**src/rtl/npu_sched_pkg.sv**
```systemverilog
// Shared types and widths for the conv NPU layer scheduler.
package npu_sched_pkg;

    localparam int unsigned ADDR_W = 32;
    localparam int unsigned DATA_W = 32;
    localparam int unsigned LCNT_W = 16;

    typedef enum logic [1:0] {
        IDLE  = 2'd0,
        ISSUE = 2'd1,
        RUN   = 2'd2,
        DONE  = 2'd3
    } sched_state_t;

    // Whole-layer conv command as written by the host.
    typedef struct packed {
        logic [ADDR_W-1:0] feature_baseaddr;
        logic [ADDR_W-1:0] kernel_baseaddr;
        logic [ADDR_W-1:0] output_baseaddr;
        logic [DATA_W-1:0] feature_width;
        logic [DATA_W-1:0] feature_height;
        logic [DATA_W-1:0] feature_chin;
        logic [DATA_W-1:0] feature_chout;
        logic [7:0]        kernel_sizeh;
        logic [7:0]        kernel_sizew;
        logic [7:0]        stride;
        logic              has_bias;
        logic              has_relu;
        logic [DATA_W-1:0] output_width;
        logic [DATA_W-1:0] output_height;
        logic              chain;
    } layer_cmd_t;

endpackage

```
**src/rtl/layer_cmd_fifo.sv**
```systemverilog
// Show-ahead command FIFO with flush and occupancy level.
module layer_cmd_fifo
    import npu_sched_pkg::*;
#(
    parameter int unsigned DEPTH = 4
) (
    input  logic                     clk,
    input  logic                     rst_n,
    input  logic                     push,
    input  layer_cmd_t               din,
    input  logic                     pop,
    input  logic                     flush,
    output layer_cmd_t               head,
    output logic                     full,
    output logic                     empty,
    output logic [$clog2(DEPTH):0]   level,
    output logic [$clog2(DEPTH):0]   level_nxt_c
);

    localparam int unsigned AW = $clog2(DEPTH);
    localparam int unsigned LW = AW + 1;

    layer_cmd_t      mem [DEPTH];
    logic [AW-1:0]   wr_ptr;
    logic [AW-1:0]   rd_ptr;
    logic            push_ok;
    logic            pop_ok;

    // A push while full is dropped even if a pop happens in the same cycle.
    assign push_ok = push && !full;
    assign pop_ok  = pop && !empty;
    assign full    = (level == LW'(DEPTH));
    assign empty   = (level == '0);
    assign head    = mem[rd_ptr];

    // Next occupancy, also used by the parent to register busy.
    always_comb begin
        level_nxt_c = level;
        if (flush) begin
            level_nxt_c = '0;
        end else begin
            level_nxt_c = level + LW'(push_ok) - LW'(pop_ok);
        end
    end

    // Pointer and level registers.
    always_ff @(posedge clk or negedge rst_n) begin
        if (!rst_n) begin
            wr_ptr <= '0;
            rd_ptr <= '0;
            level  <= '0;
        end else if (flush) begin
            wr_ptr <= '0;
            rd_ptr <= '0;
            level  <= '0;
        end else begin
            if (push_ok) wr_ptr <= wr_ptr + AW'(1);
            if (pop_ok)  rd_ptr <= rd_ptr + AW'(1);
            level <= level_nxt_c;
        end
    end

    // Storage array; contents are don't-care until written.
    always_ff @(posedge clk) begin
        if (push_ok) mem[wr_ptr] <= din;
    end

endmodule

```
**src/rtl/layer_sched.sv**
```systemverilog
// Layer scheduler: queues host layer commands, issues them to the instruction
// generator and tracks completion by counting output-pixel writebacks.
// Optional feature macro LAYER_SCHED_CHAIN_EN: chained layers read their input
// feature map from the previous layer's output base address.
module layer_sched
    import npu_sched_pkg::*;
#(
    parameter int unsigned DEPTH = 4
) (
    input  logic                    clk,
    input  logic                    rst_n,
    input  logic                    cmd_valid,
    output logic                    cmd_ready,
    input  layer_cmd_t              cmd,
    output layer_cmd_t              ig_cmd,
    output logic                    csrcmd_valid,
    input  logic                    instgen_ready,
    input  logic                    wb_done,
    input  logic                    soft_clr,
    input  logic                    irq_clr,
    output logic                    busy,
    output logic                    layer_done,
    output logic                    irq,
    output logic                    err_spurious,
    output logic [LCNT_W-1:0]       layers_completed,
    output logic [$clog2(DEPTH):0]  queue_level
);

    sched_state_t              state;
    sched_state_t              state_d;
    layer_cmd_t                fifo_head;
    layer_cmd_t                issue_cmd_c;
    logic                      fifo_full;
    logic                      fifo_empty;
    logic [$clog2(DEPTH):0]    level_nxt;
    logic                      pop;
    logic                      flush;
    logic                      hs;
    logic                      csrcmd_valid_d;
    logic                      layer_done_d;
    logic                      busy_d;
    logic [DATA_W-1:0]         expected;
    logic [DATA_W-1:0]         pix_cnt;
`ifdef LAYER_SCHED_CHAIN_EN
    logic [ADDR_W-1:0]         last_out;
`endif

    layer_cmd_fifo #(.DEPTH(DEPTH)) u_fifo (
        .clk         (clk),
        .rst_n       (rst_n),
        .push        (cmd_valid),
        .din         (cmd),
        .pop         (pop),
        .flush       (flush),
        .head        (fifo_head),
        .full        (fifo_full),
        .empty       (fifo_empty),
        .level       (queue_level),
        .level_nxt_c (level_nxt)
    );

    assign cmd_ready = !fifo_full;
    assign hs        = csrcmd_valid && instgen_ready;

    // Command presented downstream; chained layers take the last output base.
    always_comb begin
        issue_cmd_c = fifo_head;
`ifdef LAYER_SCHED_CHAIN_EN
        if (fifo_head.chain) issue_cmd_c.feature_baseaddr = last_out;
`endif
    end

    // Next-state and next-output logic.
    always_comb begin
        state_d        = state;
        pop            = 1'b0;
        flush          = 1'b0;
        case (state)
            IDLE: begin
                if (soft_clr) begin
                    flush = 1'b1;
                end else if (!fifo_empty) begin
                    state_d = ISSUE;
                end
            end
            ISSUE: begin
                if (hs) begin
                    pop     = 1'b1;
                    state_d = RUN;
                end
            end
            RUN: begin
                if (pix_cnt == expected) state_d = DONE;
            end
            DONE: begin
                state_d = IDLE;
            end
            default: begin
                state_d = IDLE;
            end
        endcase
        csrcmd_valid_d = (state == ISSUE) && !hs;
        layer_done_d   = (state_d == DONE);
        busy_d         = (state_d != IDLE) || (level_nxt != '0);
    end

    // State register.
    always_ff @(posedge clk or negedge rst_n) begin
        if (!rst_n) state <= IDLE;
        else        state <= state_d;
    end

    // Registered handshake and status outputs.
    always_ff @(posedge clk or negedge rst_n) begin
        if (!rst_n) begin
            csrcmd_valid <= 1'b0;
            layer_done   <= 1'b0;
            busy         <= 1'b0;
        end else begin
            csrcmd_valid <= csrcmd_valid_d;
            layer_done   <= layer_done_d;
            busy         <= busy_d;
        end
    end

    // Latch the head on ISSUE entry so ig_cmd holds until the handshake.
    always_ff @(posedge clk or negedge rst_n) begin
        if (!rst_n) begin
            ig_cmd <= '0;
        end else if ((state == ISSUE) && !csrcmd_valid) begin
            ig_cmd <= issue_cmd_c;
        end
    end

    // Pixel target and writeback counter for the running layer.
    always_ff @(posedge clk or negedge rst_n) begin
        if (!rst_n) begin
            expected <= '0;
            pix_cnt  <= '0;
        end else if (hs) begin
            expected <= DATA_W'(ig_cmd.output_width * ig_cmd.output_height);
            pix_cnt  <= '0;
        end else if ((state == RUN) && wb_done) begin
            pix_cnt <= pix_cnt + DATA_W'(1);
        end
    end

    // Completed-layer counter, wraps naturally.
    always_ff @(posedge clk or negedge rst_n) begin
        if (!rst_n)              layers_completed <= '0;
        else if (state == DONE)  layers_completed <= layers_completed + LCNT_W'(1);
    end

    // Sticky flags; a set in the same cycle as irq_clr wins.
    always_ff @(posedge clk or negedge rst_n) begin
        if (!rst_n) begin
            irq          <= 1'b0;
            err_spurious <= 1'b0;
        end else begin
            if ((state == DONE) && fifo_empty) irq <= 1'b1;
            else if (irq_clr)                  irq <= 1'b0;
            if (wb_done && (state != RUN))     err_spurious <= 1'b1;
            else if (irq_clr)                  err_spurious <= 1'b0;
        end
    end

`ifdef LAYER_SCHED_CHAIN_EN
    // Output base of the most recently issued layer, for chaining.
    always_ff @(posedge clk or negedge rst_n) begin
        if (!rst_n)   last_out <= '0;
        else if (hs)  last_out <= ig_cmd.output_baseaddr;
    end
`endif

endmodule
```
**config.mk**
```make
export PLATFORM = sky130hd
export DESIGN_NAME = layer_sched
export DESIGN_NICKNAME = d
export VERILOG_FILES = /design/src/rtl/npu_sched_pkg.sv /design/src/rtl/layer_cmd_fifo.sv /design/src/rtl/layer_sched.sv
export SDC_FILE = /design/constraint.sdc
export NUM_CORES = 2
export LEC_CHECK = 0
export CAP_MARGIN = 10
export CORE_UTILIZATION = 42
export DETAILED_ROUTE_END_ITERATION = 10
export PLACE_DENSITY = 0.58
export SLEW_MARGIN = 20
export SYNTH_ARGS = -nofsm -noshare
export SYNTH_HDL_FRONTEND = slang
export SYNTH_SLANG_ARGS = --single-unit
```
**constraint.sdc**
```tcl
create_clock -name clk -period 12.65 [get_ports clk]
set_input_delay 2.53 -clock clk [delete_from_list [all_inputs] [get_ports clk]]
set_output_delay 2.53 -clock clk [all_outputs]
set_load 0.01 [all_outputs]
```
# --- Yosys cells after proc, flatten, opt, wreduce, memory -nomap -nowiden ---
# Memories as Yosys holds them, arrays and structs flattened. A register that Yosys moved wholly into a read port is not among the register bits.
# Cells that the tools add are included.
totals:
  mem_bits_rw: 1260
  in_bits: 322
  n_memories: 1
  word_cells: 72
  reg_bits: 94
  output_inout_bits: 340
classes:
  n_mux: 22
  eq_ne: 7
  add_sub_neg: 6
  n_reduce_logical: 23
  n_mul: 1
memory_table:
  columns: ["name", "depth", "width", "read_ports", "rd_clocked_by_memory_dff", "wr", "line", "rtl"]
  rows:
  - ["u_fifo.mem", 4, 315, 1, 1, 1, "layer_cmd_fifo.sv:23", "layer_cmd_t mem [DEPTH];"]
op_table:
  columns: ["cell", "n"]
  rows:
  - ["2-to-1 mux 32 bit", 2]
  - ["adder 32 x 1 -> 32 bit, second input constant", 1]
  - ["equality test 32 bit", 1]
  - ["multiplier 32 x 32 -> 32 bit", 1]
  - ["adder 16 x 1 -> 16 bit, second input constant", 1]
  - ["2-to-1 mux 2 bit", 8]
  - ["nonzero test 2 bit", 6]
  - ["2-to-1 mux 1 bit", 9]
  - ["logical AND 1 bit", 8]
  - ["case mux 2 bit (4 select lines)", 1]
  - ["equality test 2 bit, second input constant", 3]
  - ["2-to-1 mux 3 bit", 2]
  - ["logical NOT 1 bit", 5]
  - ["adder 2 x 1 -> 2 bit, second input constant", 2]
  - ["adder 3 x 1 -> 3 bit", 1]
  - ["equality test 3 bit, second input constant", 1]
  - ["logical NOT 3 bit", 1]
  - ["nonzero test 3 bit", 1]
  - ["subtractor 3 x 1 -> 3 bit", 1]
  - ["equality test 2 x 1 -> 1 bit, second input constant", 1]
  - ["logical NOT 2 bit", 1]
  - ["!= test 2 bit, second input constant", 1]
  - ["logical OR 1 bit", 1]

# --- Depth between registers and ports, before layout ---
depth:
  ltp_word: 8
  depth_mapped: 28
  mapped_depth_nobuf: 26

# --- Hierarchy ---
# Synthesis repeated with hierarchy kept, for this count alone.
unflattened:
  hier_cells: 4495
  area_unflattened_um2: 76982.6
by_module_without_submodules:
  columns: ["module", "cells_each", "n_inst", "area_each_um2", "seq_area_each_um2"]
  rows:
  - ["layer_cmd_fifo", 1692, 1, 45761.4, 38011.5]
  - ["layer_sched", 2803, 1, 31221.2, 10059.6]

# --- Worst setup path after synthesis ---
# OpenSTA, ideal clock, no wires.
synth_timing:
  path_type: "input-to-reg"
  start: "in cmd_valid"
  end: "mem u_fifo.mem[0][0] (netlist bit) (enable)"
  setup_time_ns: 0.719
  n_path_buf: 0
  cell_stages: 1
  arrival_time_ns: 9.740
  setup_slack_ns: 2.191
  t_required_ns: 11.931
  path_cell_list: "and3_1"
synth_via:
  elab_chain_cells: 3
synth_lines:
  columns: ["element", "line", "rtl"]
  rows:
  - ["from (decl)", "layer_sched.sv:12", "input logic cmd_valid,"]
  - ["logical AND 1 bit", "layer_cmd_fifo.sv:30", "assign push_ok = push && !full;"]
  - ["2-to-1 mux 1 bit", "layer_cmd_fifo.sv:65", "if (push_ok) mem[wr_ptr] <= din;"]
  - ["2-to-1 mux 1 bit (implied by the code)", "layer_cmd_fifo.sv:65", null]
  - ["to (decl)", "layer_cmd_fifo.sv:23", null]
# Every way passes these cells.

# --- Worst setup path in the final report ---
layout_timing:
  start: "reg ig_cmd[4] (netlist name)"
  end: "reg expected[30]"
layout_via:
  elab_chain_cells: 1
layout_lines:
  columns: ["element", "line", "rtl"]
  rows:
  - ["multiplier 32 x 32 -> 32 bit", "layer_sched.sv:141", "expected <= DATA_W'(ig_cmd.output_width * ig_cmd.output_height);"]
  - ["to (signal assigned)", "layer_sched.sv:141", null]
  - ["to (decl)", "layer_sched.sv:42", "logic [DATA_W-1:0] expected;"]
# Every way passes these cells.
# A chain may end at the register's enable or synchronous reset.

==> metrics.md <==
| Metric | Value |
|---|---|
| Setup TNS | 0 ns |
| Worst-path cell chain | and2_1, fa_1, inv_1, fa_1, fa_1, fa_1, inv_1, fa_1, inv_1, fa_1, inv_1, fa_1, fa_1, ha_1, a21oi_1, o21bai_1, a21o_1, a2111oi_0, nor4b_1, a311o_2, a21boi_2, mux2_1 |
| Hold Violations, Final | 0 |
| Post-synth EDFFs | ~1,300 |
| Netlist Area Pre-Place | between 0.07 and 0.08 mm² |
| Hold Path Class | reg2reg |
| Io pins | roughly 660 |
| R2R cell count | 22 |
| Synthesized net count | 5,365 |
| Clock sinks | between 1,500 and 2,000 |
| Area leader, netlist | edfxtp_1 |
| WL/cell | roughly 25 µm |
| ANT nets after route | 0 |
| Core area | 0.181 mm² |
| Clock insertion delay at the later pin of the skew report | around 0.8 ns |
| Vias in the first global route | 42,600 |
| Post-synth top cells | edfxtp_1 (1,260), inv_1 (416), dfrtp_1 (409), fa_1 (409), mux2_2 (316) |
| Share of cells above drive strength 1 | 0.181 |
| Overflow after GRT | 0 |
| Unique masters post-synth | 60 |
| CP Launch Type | flip-flop |
| Largest stage delay, worst path | just over 1 ns |
| Max Root-Sink Buffers | 3 |
| Max_cap viols | 0 |
| Main flop type after synthesis | edfxtp_1 |
| Ys async rst share | 0.245 |
| Cells after Synth | about 4,500 |
| RSZ-0062 raised after global routing | false |
| Syn_area_per_cell | around 17 µm² |
| YS warnings | 0 |
| Most common cell on crit path | fa_1 |
| Die H | 430 µm |
| Max_slew headroom | 0.306 |
| CTS clk-pin slew, worst paths | 0.06 ns |
| # nets final | between 6,000 and 7,000 |
| H-Tree Depth | 4 |
| Vias per Instance | roughly 5.2 |
| # setup viols final | 0 |
| GRT Total Usage | 0.214 |
| Worst path bufs/invs | 4 |
| DRC viols | 0 |
| Run status | complete, no violations |
| WL final | about 200 mm |
| Required @ worst endpoint | between 10 and 15 ns |
| Worst Hold Endpoint | layers_completed[15] |
| FF-to-FF End | expected[30] |
| Setup CP Type | reg2reg |
| Seq/Total Area, Yosys | 0.625 |
| Tmin final | between 7 and 8 ns |
| Reg2Reg Setup Slack | approximately 5 ns |
| DR vias | 40,000 |
| # Post-CTS Setup Buffers | 0 |
| Slew @ Worst Pin | approximately 1.0 ns |
| Die area | ~0.18 mm² |
| Post-synthesis register bit count | 1,669 |
| Worst Setup End Kind | flip-flop |
| Die width | 430 µm |
| Hold depth | 1 |
| Clk root buf | clkbuf_16 |
| First-pass GRT wire length | 289 mm |
| Row count | 156 |
| Initial antenna violation count | 69 |
| Num CTS Buffers | ~180 |
| Ranking of synthesized cells by area | edfxtp_1 (49%), dfrtp_1 (13%), fa_1 (11%) |
| Reg2reg start | ig_cmd[4] |
| Final Max Tran Viols | 0 |
| Final estimated routing congestion in global placement | ~0.83 |
| IO buf count | around 660 |
| Post-synth top area share | 0.492 |
| Hold-fix buffers at CTS | 0 |
| Crit path max fanout | 31 |
| Crit path max-delay family | adder cells |
| Drt first pass iters | 5 |
| Hpwl dp | 133 mm |
| Fmax achieved | about 0.13 GHz |
| Post-cts gate resize count | 0 |
| Starting density of the core | 0.424 |
| Pin count of the biggest net entering global routing | ~110 |
| DRT iter0 DRCs | about 2,200 |
| Most common cell in the netlist | edfxtp_1 |
| Final worst path period share | 0.604 |
| Final Skew | 0.0585 ns |
| CTS tree | built |
| HP Start | layers_completed[15] |
| Critical path's slowest cell | dfrtp_1 |
| Worst endpoint data arrival time | between 8 and 9 ns |
| Synth-to-layout area growth | 19.9% |
==> sequential cells by signal, indices dropped and copies added (netlist names) <==
register	count
layers_completed	16
expected	32
csrcmd_valid	1
u_fifo.mem	1260
u_fifo.level	3
pix_cnt	32
u_fifo.wr_ptr	2
u_fifo.rd_ptr	2
busy	1
state	2
irq	1
layer_done	1
err_spurious	1
ig_cmd	315
==> how the worst max path moves through the flow <==
stage	start	end	slack (ns)	depth (start not counted)
global route	ig_cmd[4]	expected[30]	4.64	22
floorplan	cmd_valid	u_fifo.mem[0][0]	2.19	1
detailed placement	ig_cmd[3]	expected[30]	4.99	22
global placement	ig_cmd[3]	expected[30]	5.04	22
CTS	ig_cmd[3]	expected[30]	4.98	22
finish	ig_cmd[4]	expected[30]	5.01	22
==> cells by family after synthesis <==
family | Yosys count | synth area share
multiplexers | 633 | 0.139
buffers and inverters | 631 | 0.0309
adder cells (fa/ha/maj) | 540 | 0.128
flip-flops | 1669 | 0.625
AO/OA/AOI/OAI | 116 | 0.0101
AND/OR/NAND/NOR | 757 | 0.0500
XOR/XNOR | 157 | 0.0180
==> metrics by stage <==
| stage | cells | area (µm²) | setup WS (ns) | hold slack (ns) | util |
|---|---|---|---|---|---|
| detailed placement | 7379 | 86300 | 4.99 | 0.463 | 0.476 |
| floorplan | 4503 | 77000 | 2.19 | 0.459 | - |
| global route | 7720 | 92200 | 4.64 | 0.509 | 0.509 |
| CTS | 7709 | 92200 | 4.98 | 0.477 | 0.508 |
| global placement | 7379 | 86300 | 5.04 | 0.460 | 0.476 |
| finish | 7727 | 92300 | 5.01 | 0.473 | 0.509 |
==> layout make-up <==
type	count	area, µm²
Fill cell	15000	89100
Clock buffer	258	4920
Inverter	416	1560
Sequential cell	1669	48100
Multi-Input combinational cell	2203	26500
Clock inverter	72	946
Antenna cell	18	45.0
Tap cell	2370	2970
Timing Repair Buffer	721	7180
==> layer usage <==
layer / part of all wire / GRT usage / vias up
met5: 0.0018 / 0 / -
met4: 0.034 / 0.0741 / 52
met3: 0.059 / 0.0554 / 351
met2: 0.52 / 0.370 / 885
met1: 0.38 / 0.258 / 21200
li1: - / - / 17500
==> cell usage in the layout, fill, tap and decap left out, types with 7 or more instances in the layout <==
| cell | Yosys | routed |
|---|---|---|
| a21o_1 | 14 | 14 |
| a21oi_1 | 22 | 22 |
| and2_1 | 284 | 284 |
| and3_1 | 13 | 9 |
| buf_12 | 0 | 9 |
| buf_4 | 0 | 51 |
| bufinv_16 | 0 | 14 |
| clkbuf_1 | 173 | 63 |
| clkbuf_16 | 0 | 178 |
| clkbuf_8 | 0 | 17 |
| clkdlybuf4s50_1 | 0 | 660 |
| clkinv_1 | 0 | 14 |
| clkinv_2 | 0 | 26 |
| dfrtp_1 | 409 | 407 |
| diode_2 | 0 | 18 |
| edfxtp_1 | 1260 | 1260 |
| fa_1 | 409 | 409 |
| ha_1 | 131 | 131 |
| inv_1 | 416 | 416 |
| mux2_2 | 316 | 316 |
| mux4_2 | 315 | 315 |
| nand2_1 | 305 | 304 |
| nand3_1 | 25 | 25 |
| nand4_1 | 18 | 18 |
| nor2_1 | 56 | 55 |
| nor3_1 | 13 | 13 |
| nor4_1 | 7 | 7 |
| o21a_1 | 12 | 12 |
| o21ai_0 | 32 | 32 |
| o31ai_1 | 7 | 7 |
| xnor2_1 | 96 | 96 |
| xor2_1 | 60 | 60 |
Power is left out: the tool's default activity adds up to more than one toggle a clock period on the data nets, which glitch-free logic cannot reach.
